--- src/rtl/watchdog_pkg.sv ---
// Shared types and elaboration helpers for the multi-channel watchdog.
package watchdog_pkg;

   typedef enum logic [1:0] {IDLE, RUN, FAULT} wd_state_t;

   localparam int FCNT_W = 8;

   function automatic int unsigned ms_to_cycles(input int unsigned freq, input int unsigned ms);
      return (freq / 1000) * ms;
   endfunction

   // Width that holds TIMEOUT_CYCLES-1; never below 1 bit.
   function automatic int cnt_width(input int unsigned cycles);
      return (cycles > 1) ? $clog2(cycles) : 1;
   endfunction

endpackage

--- src/rtl/watchdog_channel.sv ---
// One watchdog channel: kick synchroniser, event stage, down-counter, IDLE/RUN/FAULT FSM, sticky flags.
// MULTI_WATCHDOG_FAULT_COUNT_EN adds a saturating RUN->FAULT counter.
module watchdog_channel
   import watchdog_pkg::*;
#(
   parameter int unsigned TIMEOUT_CYCLES = 500,
   parameter int unsigned WINDOW_CYCLES  = 0,
   parameter int unsigned EDGE_SENSITIVE = 1
) (
   input  logic ipClk,
   input  logic Reset,
   input  logic kick,
   input  logic enable,
   input  logic clear,
   output logic timeout,
   output logic early
`ifdef MULTI_WATCHDOG_FAULT_COUNT_EN
   ,
   output logic [FCNT_W-1:0] fault_count
`endif
);
   localparam int N = cnt_width(TIMEOUT_CYCLES);
   localparam logic [N-1:0] RELOAD = N'(TIMEOUT_CYCLES - 1);
   // A held-high level input would trip the window every cycle, so the early check is edge-mode only.
   localparam bit EARLY_EN = (WINDOW_CYCLES > 0) && (EDGE_SENSITIVE != 0);

   logic [1:0]   sync;
   logic         sync_d;
   logic         kick_evt;
   logic         early_hit;
   logic         timeout_hit;
   logic [N-1:0] count;
   wd_state_t    state;

   always_ff @(posedge ipClk) begin
      if (Reset) begin
         sync   <= '0;
         sync_d <= 1'b0;
      end else begin
         sync   <= {sync[0], kick};
         sync_d <= sync[1];
      end
   end

   assign kick_evt = (EDGE_SENSITIVE != 0) ? (sync[1] & ~sync_d) : sync[1];

   if (EARLY_EN) begin : g_early
      localparam logic [N-1:0] WIN = N'(WINDOW_CYCLES);
      logic [N-1:0] elapsed;
      assign elapsed   = RELOAD - count;
      assign early_hit = kick_evt && (elapsed < WIN);
   end else begin : g_no_early
      assign early_hit = 1'b0;
   end

   // A kick landing on Count==0 wins over the timeout.
   assign timeout_hit = !kick_evt && (count == '0);

   always_ff @(posedge ipClk) begin
      if (Reset || !enable) begin
         state   <= IDLE;
         count   <= RELOAD;
         timeout <= 1'b0;
         early   <= 1'b0;
      end else begin
         case (state)
            IDLE: state <= RUN;
            RUN: begin
               if (early_hit) begin
                  state <= FAULT;
                  early <= 1'b1;
               end else if (kick_evt) begin
                  count <= RELOAD;
               end else if (timeout_hit) begin
                  state   <= FAULT;
                  timeout <= 1'b1;
               end else begin
                  count <= count - 1'b1;
               end
            end
            FAULT: begin
               if (clear) begin
                  state   <= RUN;
                  count   <= RELOAD;
                  timeout <= 1'b0;
                  early   <= 1'b0;
               end
            end
            default: state <= IDLE;
         endcase
      end
   end

`ifdef MULTI_WATCHDOG_FAULT_COUNT_EN
   logic enter_fault;
   assign enter_fault = enable && (state == RUN) && (early_hit || timeout_hit);

   always_ff @(posedge ipClk) begin
      if (Reset)
         fault_count <= '0;
      else if (enter_fault && (fault_count != '1))
         fault_count <= fault_count + FCNT_W'(1);
   end
`endif

endmodule

--- src/rtl/multi_watchdog.sv ---
// Multi-channel windowed watchdog: CHANNELS independent channels plus a registered error summary.
// Define MULTI_WATCHDOG_FAULT_COUNT_EN to expose per-channel saturating fault counters on opFaultCount.
module multi_watchdog
   import watchdog_pkg::*;
#(
   parameter int unsigned CLK_FREQUENCY  = 50000000,
   parameter int unsigned CHANNELS       = 4,
   parameter int unsigned TIMEOUT_MS     = 100,
   parameter int unsigned WINDOW_MS      = 0,
   parameter int unsigned EDGE_SENSITIVE = 1
) (
   input  logic                ipClk,
   input  logic                Reset,
   input  logic [CHANNELS-1:0] ipKick,
   input  logic [CHANNELS-1:0] ipEnable,
   input  logic [CHANNELS-1:0] ipClear,
   output logic [CHANNELS-1:0] opTimeout,
   output logic [CHANNELS-1:0] opEarly,
   output logic                opError
`ifdef MULTI_WATCHDOG_FAULT_COUNT_EN
   ,
   output logic [CHANNELS*FCNT_W-1:0] opFaultCount
`endif
);
   localparam int unsigned TIMEOUT_CYCLES = ms_to_cycles(CLK_FREQUENCY, TIMEOUT_MS);
   localparam int unsigned WINDOW_CYCLES  = ms_to_cycles(CLK_FREQUENCY, WINDOW_MS);

   for (genvar c = 0; c < CHANNELS; c++) begin : g_ch
      watchdog_channel #(
         .TIMEOUT_CYCLES (TIMEOUT_CYCLES),
         .WINDOW_CYCLES  (WINDOW_CYCLES),
         .EDGE_SENSITIVE (EDGE_SENSITIVE)
      ) u_ch (
         .ipClk       (ipClk),
         .Reset       (Reset),
         .kick        (ipKick[c]),
         .enable      (ipEnable[c]),
         .clear       (ipClear[c]),
         .timeout     (opTimeout[c]),
         .early       (opEarly[c])
`ifdef MULTI_WATCHDOG_FAULT_COUNT_EN
         ,
         .fault_count (opFaultCount[c*FCNT_W +: FCNT_W])
`endif
      );
   end

   // Registered from the flag registers, so it trails them by one edge.
   always_ff @(posedge ipClk) begin
      if (Reset)
         opError <= 1'b0;
      else
         opError <= |{opTimeout, opEarly};
   end

endmodule

--- config.mk ---
export PLATFORM = sky130hd
export DESIGN_NAME = multi_watchdog
export DESIGN_NICKNAME = d
export VERILOG_FILES = /design/src/rtl/watchdog_pkg.sv /design/src/rtl/watchdog_channel.sv /design/src/rtl/multi_watchdog.sv
export SDC_FILE = /design/constraint.sdc
export NUM_CORES = 1
export LEC_CHECK = 0
export ABC_CLOCK_PERIOD_IN_PS = 3100
export CORE_AREA = 2 2 132 134
export DETAILED_ROUTE_END_ITERATION = 7
export DIE_AREA = 0 0 134 136
export PLACE_DENSITY = 0.52
export SLEW_MARGIN = 40
export SYNTH_ARGS = -nofsm -noshare
export SYNTH_HDL_FRONTEND = slang
export SYNTH_SLANG_ARGS = --single-unit
--- constraint.sdc ---
create_clock -name ipClk -period 3.1 [get_ports ipClk]
set_clock_uncertainty 0.15 [all_clocks]
set_input_delay 0.31 -clock ipClk [delete_from_list [all_inputs] [get_ports ipClk]]
set_output_delay 0.31 -clock ipClk [all_outputs]
set_load 0.01 [all_outputs]
# After elaboration in Yosys (flattened, before gate mapping)
# Cells that the tools add are included.
# word_totals
ff_bits	117
word_cells	146
input_bits	14
out_inout_bits	9
# classes
n_eq_ne	24
n_bitwise	8
n_reduce_logical	41
mux	48
add_sub_neg	4
# ops
operator	count
$mux 23	12
$pmux 23 s2	4
$logic_not 23->1	4
$sub 23x1->23 const B	4
$mux 2	12
$pmux 2 s3	4
$reduce_and 3->1	8
$ne 2x2->1 const B	8
$reduce_and 4->1	4
$mux 1	12
$ne 3x2->1 const B	4
$eq 2x1->1 const B	4
$eq 2x2->1 const B	4
$logic_not 1->1	8
$logic_not 2->1	4
$ne 2x1->1 const B	4
$pmux 1 s2	4
$reduce_bool 2->1	4
$and 1x1->1	4
$logic_and 1x1->1	4
$logic_or 1x1->1	4
$not 1->1	4
$reduce_or 4->1	1

# Depth between registers and ports, before layout
# Gate-level depths: netlist (run 1).
# depth
ltp_word	7
ltp_mapped	9
ltp_nobuf	7

# By module
# Synthesis (run 1) repeated with hierarchy kept, for this count alone.
# unflattened
hier_cells	765
area_unflattened_um2	6401.1
# by_module_without_submodules
mod	area_each_um2	cells_each	instances	seq_area_each_um2
watchdog_channel at g_ch[0].u_ch ...	1581.5	194	2	580.6
watchdog_channel at g_ch[2].u_ch	1626.6	194	1	580.6
watchdog_channel at g_ch[3].u_ch	1574.0	179	1	580.6
multi_watchdog	37.5	4	1	20.0

# Worst setup path before layout (run 1)
# OpenSTA, ideal clock, no wires.
# synth_path
kind	flip-flop to flip-flop
start	register g_ch[2].u_ch.count[16]
end	register g_ch[2].u_ch.count[19]
setup_time_ns	0.143
path_stages_with_launch	9
t_required_ns	2.807
period_less_slack_ns	2.626
t_arrival_ns	2.334
path_buffers	3
slack_ns	0.474
cell_sequence	dfxtp_1 or3_4 or4_1 buf_2 or4_4 buf_6 buf_6 a311oi_1 a41oi_1
# synth_between
elab_chain_len	4
word_cells_on_any_way	8
classes_between	1 x add/sub; 1 x eq/ne; 3 x mux; 3 x reduce/logical
# synth_lines
element	line	source
start: declaration	watchdog_channel.sv:32	logic [N-1:0] count;
start signal: assignment	watchdog_channel.sv:78	count <= count - 1'b1;
$sub 23x1->23 / $logic_not 23->1 (equally long branches)	watchdog_channel.sv:78, watchdog_channel.sv:57	
$mux 23 / $logic_and 1x1->1 (equally long branches)	watchdog_channel.sv:74, watchdog_channel.sv:57	
$mux 23 / $ne 3x2->1 (equally long branches)	--	
$pmux 23 s2 / $reduce_and 3->1 (equally long branches)	--	
# Parallel ways exist; a longest one is shown, timed or not. The select of a mux whose other input is x is not followed.
# A chain may end at the register's enable or synchronous reset.

# Worst setup path after layout (run 1)
# layout_path
start	register g_ch[2].u_ch.count[16]
end	register g_ch[2].u_ch.count[4]
# layout_between
elab_chain_len	4
# layout_lines
element	line	source
$logic_not 23->1	watchdog_channel.sv:57	assign timeout_hit = !kick_evt && (count == '0);
$logic_and 1x1->1	watchdog_channel.sv:57	
$ne 3x2->1 (no line)	--	
$reduce_and 3->1 (no line)	--	
# Every way passes these cells.

==> results.sh, run 1 <==
export IMPL_rows=48
export IMPL_min_delay_path_depth=1
export IMPL_syn_inst=808
export IMPL_finalSetupTns_ps=0
export IMPL_cts_hold_buf=0
export IMPL_dp_cells=1031
export IMPL_maxCapViolations=0
export IMPL_end_kind="flop"
export IMPL_min_delay_worst_endpoint="g_ch[1].u_ch.sync[1]"
export IMPL_drive_gt1_share_pct=10.7
export IMPL_drt_iter0_markers=576
export IMPL_postRouteAntennaNets=0
export IMPL_startpoint_type="flop"
export IMPL_reg2reg_to="g_ch[2].u_ch.count[4]"
export IMPL_synth_largest_area_cell="dfxtp_1"
export IMPL_io_pins=23
export IMPL_hold_start="g_ch[1].u_ch.sync[0]"
export IMPL_worst_pin_slew_ps=728
export IMPL_dieArea_um2=18200
export IMPL_synth_edf_count=0
export IMPL_r2r_slack_ps=340
export IMPL_p_per_area_nw_per_um2=481
export IMPL_crit_fanout=15
export IMPL_drc=0
export IMPL_dp_hpwl_mm=11.6
export IMPL_worstPathArrival_ps=2910
export IMPL_clock_latency_ps=410
export IMPL_grt_max_degree=26
export IMPL_synth_flop_cell="dfxtp_1"
export IMPL_die_h_um=136
export IMPL_grt_pass1_vias=5914
export IMPL_relSlewSlack_pct=51.5
export IMPL_grt_pass1_wl_mm=29.3
export IMPL_dr_pass1_iters=5
export IMPL_fmax_ghz=0.362
export IMPL_start_util_pct=38.9
export IMPL_rr_worst_depth=5
export IMPL_vias_per_cell=5.92
export IMPL_finalNonFillerCells=1063
export IMPL_synth_area_leaders="dfxtp_1 36%, a21oi_1 4.0%, nor2_1 4.0%"
export IMPL_clockBufferDepth=2
export IMPL_post_cts_resized=0
export IMPL_cp_slowest_stage_delay_ps=710
export IMPL_clk_pin_slew_ps=60
export IMPL_wl_mm=17.4
export IMPL_finalCriticalPeriod_ps=2760
export IMPL_clkSinkCount=117
export IMPL_dr_total_vias=6292
export IMPL_cts_setup_buffers=0
export IMPL_synth_async_reset_ratio_pct=0
export IMPL_die_w_um=134
export IMPL_hold_viol_final=0
export IMPL_cts_buffers=17
export IMPL_grt_overflow=0
export IMPL_root_buffer="clkbuf_16"
export IMPL_track_usage_pct=19.7
export IMPL_hold_class="flop to flop"
export IMPL_yosys_cell_types_count=75
export IMPL_setup_viol=0
export IMPL_period_share_pct=89.2
export IMPL_area_growth_pct=14.9
export IMPL_synth_top_area_share_pct=35.7
export IMPL_core_um2=16900
export IMPL_cts_max_level=4
export IMPL_status="finished clean"
export IMPL_ys_seq_area_share_pct=35.7
export IMPL_antenna_cells=0
export IMPL_grt_antenna_before_repair=0
export IMPL_worstPathRequired_ps=3250
export IMPL_nNetsFinal=855
export IMPL_critPathKind="flop to flop"
export IMPL_syn_avg_cell_area_um2=8.12
export IMPL_critPathSlowestCell="or4_4"
export IMPL_io_buffers=18
export IMPL_cp_cell_sequence="or3_4, or4_1, or4_4, a22o_1, a211o_1"
export IMPL_yosys_warnings=0
export IMPL_power_leakage_nw=2.49
export IMPL_synth_seq_cells=117
export IMPL_detail_route_wl_per_cell_um=16.4
export IMPL_syn_cell_area_um2=6560
export IMPL_drv_slew=0
export IMPL_routabilityCongestion=0.823
export IMPL_ir_drop_mv=0.426
export IMPL_reg2reg_from="g_ch[2].u_ch.count[16]"
export IMPL_rsz0062_at_grt="no"
export IMPL_cts_tree="done"
[through the flow]
step / power (mW) / setup WS [ps] / utilization (%) / instance area [µm²] / hold WS (ps)
detailed placement: 1.79 / 344 / 41.4 / 6980 / 277
global placement: 1.79 / 390 / 41.4 / 6980 / 280
CTS: 3.66 / 359 / 44.7 / 7540 / 289
floorplan: 1.72 / 474 / - / 6570 / 264
global route: 3.76 / 103 / 44.7 / 7540 / 290
finish: 3.63 / 335 / 44.7 / 7540 / 284
[placed cells by master, fill, tap and decap left out, drive strengths merged, types with 14 or more instances in the layout]
cell type and n:
dfxtp 117, nor2 70, a21oi 53, nor3 49, o21ai 45, nand2 40
buf 35, nand3 33, inv 30, nor4 24, nand4 22, clkbuf 22
nor2b 20, o31ai 20, a31oi 19, clkdlybuf4s50 18, ha 16, or3 16
or4 16, nand2b 14
[report_power, final]
| part | switching [mW] | internal, mW | total (mW) |
|---|---|---|---|
| Sequential | 0.00926 | 1.52 | 1.53 |
| Clock | 0.709 | 1.15 | 1.86 |
| Combinational | 0.153 | 0.0820 | 0.235 |
[critical path: cells and delay by family (launching register included)]
| kind | cells | cell delay [ps] |
|---|---|---|
| compound gates | 2 | 490 |
| flops | 1 | 340 |
| simple gates | 3 | 1680 |
[synth_stat cells, types with 6 or more instances]
cell        n
a211o_1     9
a211oi_1   12
a21oi_1    53
a311oi_1    6
a31oi_1    19
and2_1      6
and3_1      6
and4_1      6
buf_4      10
clkbuf_1   32
dfxtp_1   117
ha_1       16
inv_1      30
nand2_1    39
nand2b_1   14
nand3_1    33
nand4_1    22
nor2_1     70
nor2b_1    20
nor3_1     49
nor4_1     21
o211ai_1    7
o21ai_0    44
o311ai_0   12
o31ai_1    20
o32a_1     13
o41ai_1     9
or3_1      15
or4_1      14
[worst max-delay path by stage]
stage | startpoint | end | slack, ps | cells past startpoint
5_1_grt | g_ch[1].u_ch.count[3] | g_ch[1].u_ch.timeout | 100 | 5
6_report | g_ch[2].u_ch.count[16] | g_ch[2].u_ch.count[4] | 340 | 5
3_3_place_gp | ipClear[0] | g_ch[0].u_ch.count[0] | 390 | 6
2_1_floorplan | g_ch[2].u_ch.count[16] | g_ch[2].u_ch.count[19] | 470 | 8
3_5_place_dp | ipClear[0] | g_ch[0].u_ch.count[0] | 340 | 6
4_1_cts | g_ch[2].u_ch.count[16] | g_ch[2].u_ch.count[4] | 360 | 5
[layout make-up]
| class | count | area [µm²] |
|---|---|---|
| timing repair buffer | 53 | 443 |
| clock buffer | 22 | 474 |
| inverter | 30 | 113 |
| tap | 225 | 282 |
| sequential | 117 | 2340 |
| fill | 1660 | 9340 |
| multi-input combinational | 606 | 3810 |
| clock inverter | 10 | 80.1 |
[cell families (layout without fill, tap and decap cells)]
| kind of cell | after synthesis | in the layout | share of synthesized area (%) |
|---|---|---|---|
| other | 1 | 4 | 0.0572 |
| DFF | 117 | 117 | 35.7 |
| and+or+nand+nor | 344 | 344 | 28.7 |
| adders and majority gates | 16 | 16 | 3.05 |
| AOI/OAI and AO/OA | 242 | 242 | 25.9 |
| buffers and inverters | 88 | 115 | 6.60 |
[sequential cells by signal, indices dropped and copies added, names as in the netlist]
register	flops
g_ch.u_ch.count	92
g_ch.u_ch.state	8
g_ch.u_ch.sync	8
g_ch.u_ch.sync_d	4
g_ch.u_ch.timeout	4
opError	1
[routing by layer]
metal	global-route usage (%)	share of wire, %	routed length, µm
met2	31.7	47	8120
met4	5.85	0.77	134
met5	0	0	0
met3	4.18	4.2	740
met1	26.5	48	8450
Power figures use the tool's default switching activity.
==> run 2, diff against run 1 <==
--- a/config.mk
+++ b/config.mk
@@ -5,10 +5,11 @@
 export SDC_FILE = /design/constraint.sdc
 export NUM_CORES = 1
 export LEC_CHECK = 0
+export ABC_AREA = 1
 export ABC_CLOCK_PERIOD_IN_PS = 3100
-export CORE_AREA = 2 2 132 134
+export CORE_AREA = 3 3 142 144
 export DETAILED_ROUTE_END_ITERATION = 7
-export DIE_AREA = 0 0 134 136
+export DIE_AREA = 0 0 145 147
 export PLACE_DENSITY = 0.52
 export SLEW_MARGIN = 40
 export SYNTH_ARGS = -nofsm -noshare
==> results.sh, run 2 <==
export IMPL_synth_top_area_share_pct=30.8
export IMPL_setup_viol=0
export IMPL_power_leakage_nw=4.03
export IMPL_nNetsFinal=1305
export IMPL_yosys_cell_types_count=36
export IMPL_end_kind="flop"
export IMPL_dpl_cell_area_um2=7930
export IMPL_worst_pin_slew_ps=738
export IMPL_period_share_pct=74.4
export IMPL_grt_overflow=0
export IMPL_cts_setup_buffers=0
export IMPL_root_buffer="clkbuf_16"
export IMPL_maxCapViolations=0
export IMPL_synth_async_reset_ratio_pct=0
export IMPL_rsz0062_at_grt="no"
export IMPL_dr_total_vias=7314
export IMPL_die_w_um=145
export IMPL_wl_mm=19.0
export IMPL_final_area_um2=8490
export IMPL_grt_pass1_vias=6757
export IMPL_startpoint_type="flop"
export IMPL_drc=0
export IMPL_synth_flop_cell="dfxtp_1"
export IMPL_die_h_um=147
export IMPL_detail_route_wl_per_cell_um=12.3
export IMPL_core_um2=18800
export IMPL_critPathKind="flop to flop"
export IMPL_finalCriticalPeriod_ps=2310
export IMPL_drt_iter0_markers=448
export IMPL_p_per_area_nw_per_um2=459
export IMPL_fin_util_pct=45.1
export IMPL_ir_drop_mv=0.391
export IMPL_antenna_cells=0
export IMPL_clk_pin_slew_ps=50
export IMPL_hold_viol_final=0
export IMPL_p_total_mw=3.90
export IMPL_cts_buffers=17
export IMPL_postRouteAntennaNets=0
export IMPL_top_register="g_ch.u_ch.count"
export IMPL_io_pins=23
export IMPL_worstPathRequired_ps=3210
export IMPL_start_util_pct=40.4
export IMPL_status="finished clean"
export IMPL_final_common_cell="nand2_1"
export IMPL_routabilityCongestion=0.858
export IMPL_min_delay_path_depth=2
export IMPL_cts_hold_buf=0
export IMPL_fmax_ghz=0.434
export IMPL_drv_slew=0
export IMPL_crit_fanout=21
export IMPL_track_usage_pct=18.4
export IMPL_grt_pass1_wl_mm=32.9
export IMPL_dp_hpwl_mm=13.7
export IMPL_synth_largest_area_cell="dfxtp_1"
export IMPL_drive_gt1_share_pct=8.01
export IMPL_synth_common_cells="373 x nand2_1, 234 x nor2_1, 152 x nand3_1"
export IMPL_hold_ws_ps=249
export IMPL_io_buffers=18
export IMPL_syn_inst=1262
export IMPL_post_cts_resized=0
export IMPL_grt_antenna_before_repair=0
export IMPL_dieArea_um2=21300
export IMPL_vias_per_cell=4.73
export IMPL_hold_class="flop to flop"
export IMPL_dr_pass1_iters=5
export IMPL_clockBufferDepth=2
export IMPL_grt_max_degree=22
export IMPL_clock_latency_ps=420
export IMPL_rr_worst_depth=9
export IMPL_relSlewSlack_pct=50.8
export IMPL_syn_cell_area_um2=7600
export IMPL_synth_seq_cells=117
export IMPL_synth_edf_count=0
export IMPL_yosys_warnings=0
export IMPL_top_regs="g_ch.u_ch.count (92), g_ch.u_ch.state (8), g_ch.u_ch.sync (8)"
export IMPL_synth_area_leaders="dfxtp_1 31%, nand2_1 18%, nor2_1 12%"
export IMPL_largest_register_ffs=92
export IMPL_ys_seq_area_share_pct=30.8
export IMPL_worstPathArrival_ps=2420
export IMPL_rows=50
export IMPL_syn_avg_cell_area_um2=6.02
export IMPL_synth_most_common_cell="nand2_1"
export IMPL_clkSinkCount=117
export IMPL_area_growth_pct=11.7
export IMPL_cts_tree="done"
export IMPL_cts_max_level=4
export IMPL_finalSetupTns_ps=0
export IMPL_final_cell_mix="373 x nand2_1, 234 x nor2_1, 152 x nand3_1, 151 x inv_1, 117 x dfxtp_1"
-- run 2: changes by cell type after synthesis, sizes merged, moves of 19 or more --
cell,change
clkbuf,-31
o31ai,-20
nor2b,-20
inv,+133
nand3,+120
a31oi,-19
nand2,+346
nor3,-47
nor4,-23
a21oi,-26
nor2,+196
-- run 2: worst paths after layout --
path	startpoint	end	slack [ps]
min reg2reg	g_ch[0].u_ch.sync[0]	g_ch[0].u_ch.sync[1]	250
max	g_ch[3].u_ch.count[0]	g_ch[3].u_ch.count[3]	790
max reg2reg	g_ch[3].u_ch.count[0]	g_ch[3].u_ch.count[3]	790
min	g_ch[0].u_ch.sync[0]	g_ch[0].u_ch.sync[1]	250
-- run 2: power by group --
part | total [mW] | switching [mW] | internal (mW)
logic | 0.432 | 0.288 | 0.144
clock network | 1.87 | 0.692 | 1.18
registers | 1.60 | 0.0454 | 1.55
total | 3.90 | 1.03 | 2.88
-- run 2: critical path, stage by stage, from the launching register on --
cell     delay [ps]
dfxtp_1         320
inv_1            80
ha_1            220
nand2_2          90
nor2_4          230
nand4_4         230
nand2_2         430
inv_2           220
nand2_1         100
nand3_1          70
-- run 2: per-layer routing --
metal / vias to the layer above / wire [µm] / track usage [%]
met5: - / 0 / 0
met4: 0 / 297 / 5.42
met3: 22 / 718 / 3.55
met2: 126 / 8310 / 29.8
met1: 3214 / 9660 / 25.1
li1: 3952 / - / -
-- run 2: layout make-up --
class / count / area, µm²
Tap cell: 260 / 325
Clock inverter: 3 / 15.0
Multi-Input combinational cell: 948 / 4410
Inverter: 165 / 619
Fill cell: 2000 / 10300
Sequential cell: 117 / 2340
Clock buffer: 27 / 543
Timing Repair Buffer: 26 / 240
-- run 2: cells by family after synthesis --
family,count (synthesis),synth area share (%)
simple gates,861,50.4
buf+inv,200,11.4
flops,117,30.8
compound gates,66,4.62
fa+ha+maj,16,2.63
xor+xnor,1,0.115
other cells,1,0.0493
-- run 2: through the flow --
| step | cells | worst slack, ps |
|---|---|---|
| final | 1546 | 794 |
| after global routing | 1546 | 568 |
| after global placement | 1516 | 824 |
| after floorplan | 1265 | 1440 |
| after CTS | 1546 | 797 |
| after detailed placement | 1516 | 803 |
==> run 3, diff against run 2 <==
--- a/config.mk
+++ b/config.mk
@@ -6,11 +6,11 @@
 export NUM_CORES = 1
 export LEC_CHECK = 0
 export ABC_AREA = 1
-export ABC_CLOCK_PERIOD_IN_PS = 3100
+export ABC_CLOCK_PERIOD_IN_PS = 2100
 export CORE_AREA = 3 3 142 144
 export DETAILED_ROUTE_END_ITERATION = 7
 export DIE_AREA = 0 0 145 147
-export PLACE_DENSITY = 0.52
+export PLACE_DENSITY = 0.55
 export SLEW_MARGIN = 40
 export SYNTH_ARGS = -nofsm -noshare
 export SYNTH_HDL_FRONTEND = slang
==> constraint.sdc (replaced) <==
create_clock -name ipClk -period 2.1 [get_ports ipClk]
set_clock_uncertainty 0.15 [all_clocks]
set_input_delay 0.21 -clock ipClk [delete_from_list [all_inputs] [get_ports ipClk]]
set_output_delay 0.21 -clock ipClk [all_outputs]
set_load 0.01 [all_outputs]
==> results.sh, run 3 (synthesized netlist as in run 2, its figures left out) <==
export IMPL_status="finished clean"
export IMPL_nNetsFinal=1331
export IMPL_root_buffer="clkbuf_16"
export IMPL_worstPathArrival_ps=2100
export IMPL_top_layer="met4"
export IMPL_multi_input_area_um2=4410
export IMPL_io_pins=23
export IMPL_fmax_ghz=0.518
export IMPL_final_common_cell="nand2_1"
export IMPL_final_cell_mix="373 x nand2_1, 234 x nor2_1, 152 x nand3_1, 151 x inv_1, 117 x dfxtp_1"
export IMPL_grt_pass1_wl_mm=32.3
export IMPL_routabilityCongestion=0.874
export IMPL_critPathKind="flop to flop"
export IMPL_dp_hpwl_mm=14.1
export IMPL_hold_ws_ps=150
export IMPL_core_um2=18800
export IMPL_worstPathRequired_ps=2270
export IMPL_clock_latency_ps=430
export IMPL_drv_slew=0
export IMPL_period_share_pct=92.0
export IMPL_die_w_um=145
export IMPL_setup_viol=0
export IMPL_startpoint_type="flop"
export IMPL_track_usage_pct=18.1
export IMPL_dr_wl_met3_um=572
export IMPL_postRouteAntennaNets=0
export IMPL_dr_total_vias=7448
export IMPL_cts_tree="done"
export IMPL_area_growth_pct=15.6
export IMPL_clockBufferDepth=2
export IMPL_die_h_um=147
export IMPL_power_leakage_nw=4.19
export IMPL_place_ws_ps=181
export IMPL_layout_setup_ws_ps=168
export IMPL_cts_max_level=4
export IMPL_clkSinkCount=117
export IMPL_rsz0062_at_grt="yes"
export IMPL_drt_iter0_markers=366
export IMPL_maxCapViolations=0
export IMPL_grt_antenna_before_repair=0
export IMPL_rows=50
export IMPL_p_per_area_nw_per_um2=705
export IMPL_wl_mm=19.0
export IMPL_grt_pass1_vias=6815
export IMPL_cts_buffers=17
export IMPL_hold_viol_final=0
export IMPL_largest_register_ffs=92
export IMPL_post_cts_resized=0
export IMPL_clk_pin_slew_ps=60
export IMPL_r2r_slack_ps=170
export IMPL_end_kind="flop"
export IMPL_vias_per_cell=4.73
export IMPL_drive_gt1_share_pct=10.1
export IMPL_dieArea_um2=21300
export IMPL_fillCellCount=2054
export IMPL_top_regs="g_ch.u_ch.count (92), g_ch.u_ch.state (8), g_ch.u_ch.sync (8)"
export IMPL_wl_met2_mm=8.63
export IMPL_detail_route_wl_per_cell_um=12.1
export IMPL_start_util_pct=40.4
export IMPL_hold_class="input pin to flop"
export IMPL_grt_overflow=0
export IMPL_finalCriticalPeriod_ps=1930
export IMPL_grt_max_degree=20
export IMPL_finalSetupTns_ps=0
export IMPL_top_register="g_ch.u_ch.count"
export IMPL_io_buffers=18
export IMPL_regArea_um2=2340
export IMPL_ir_drop_mv=0.601
export IMPL_antenna_cells=0
export IMPL_crit_fanout=12
export IMPL_drc=0
export IMPL_dr_pass1_iters=5
export IMPL_wl_met1_mm=9.57
[run 3: report_power, final]
part	total (mW)	switching, mW	internal (mW)	leakage [nW]
sequential	2.36	0.0664	2.29	0.951
clock	3.15	1.11	2.04	0.305
combinational	0.687	0.431	0.256	2.93
total	6.19	1.61	4.59	4.19
[run 3: metrics by stage]
step	total power [mW]	area, µm²	instances	util, %
CTS	6.26	8750	1571	46.5
global placement	3.07	8120	1539	43.1
finish	6.19	8790	1574	46.7
floorplan	2.90	7610	1265	-
detailed placement	3.08	8120	1539	43.1
global route	6.45	8790	1574	46.7
[run 3: worst paths after layout]
kind	startpoint	end	cells after the start
max	g_ch[0].u_ch.state[0]	g_ch[0].u_ch.count[17]	11
min	ipKick[0]	g_ch[0].u_ch.sync[0]	3
max reg2reg	g_ch[0].u_ch.state[0]	g_ch[0].u_ch.count[17]	11
min reg2reg	g_ch[1].u_ch.sync[0]	g_ch[1].u_ch.sync[1]	2
[run 3: routing by layer]
metal	global-route usage, %	vias to the layer above
li1	-	4009
met1	24.0	3309
met2	29.9	107
met3	3.33	23
met4	5.99	0
met5	0	-
[run 3: final cells by class]
| type | count | area share (%) |
|---|---|---|
| Sequential cell | 117 | 26.7 |
| Inverter | 165 | 7.05 |
| Timing Repair Buffer | 52 | 5.24 |
| Clock buffer | 19 | 5.16 |
| Multi-Input combinational cell | 948 | 50.1 |
| Clock inverter | 13 | 2.05 |
| Tap cell | 260 | 3.70 |
[run 3: worst max-delay path: stages, from the launching register on]
cell	delay, ps
dfxtp_1	340
inv_1	80
ha_1	250
inv_1	150
nor2_1	50
inv_1	80
nand2_1	70
inv_1	160
nand2_4	160
buf_12	170
nor2_1	120
nor2_2	40
[run 3: timing repair]
action	in CTS	in global routing
setup buffers	0	3
hold buffers	0	0
setup endpoints to repair	0	14
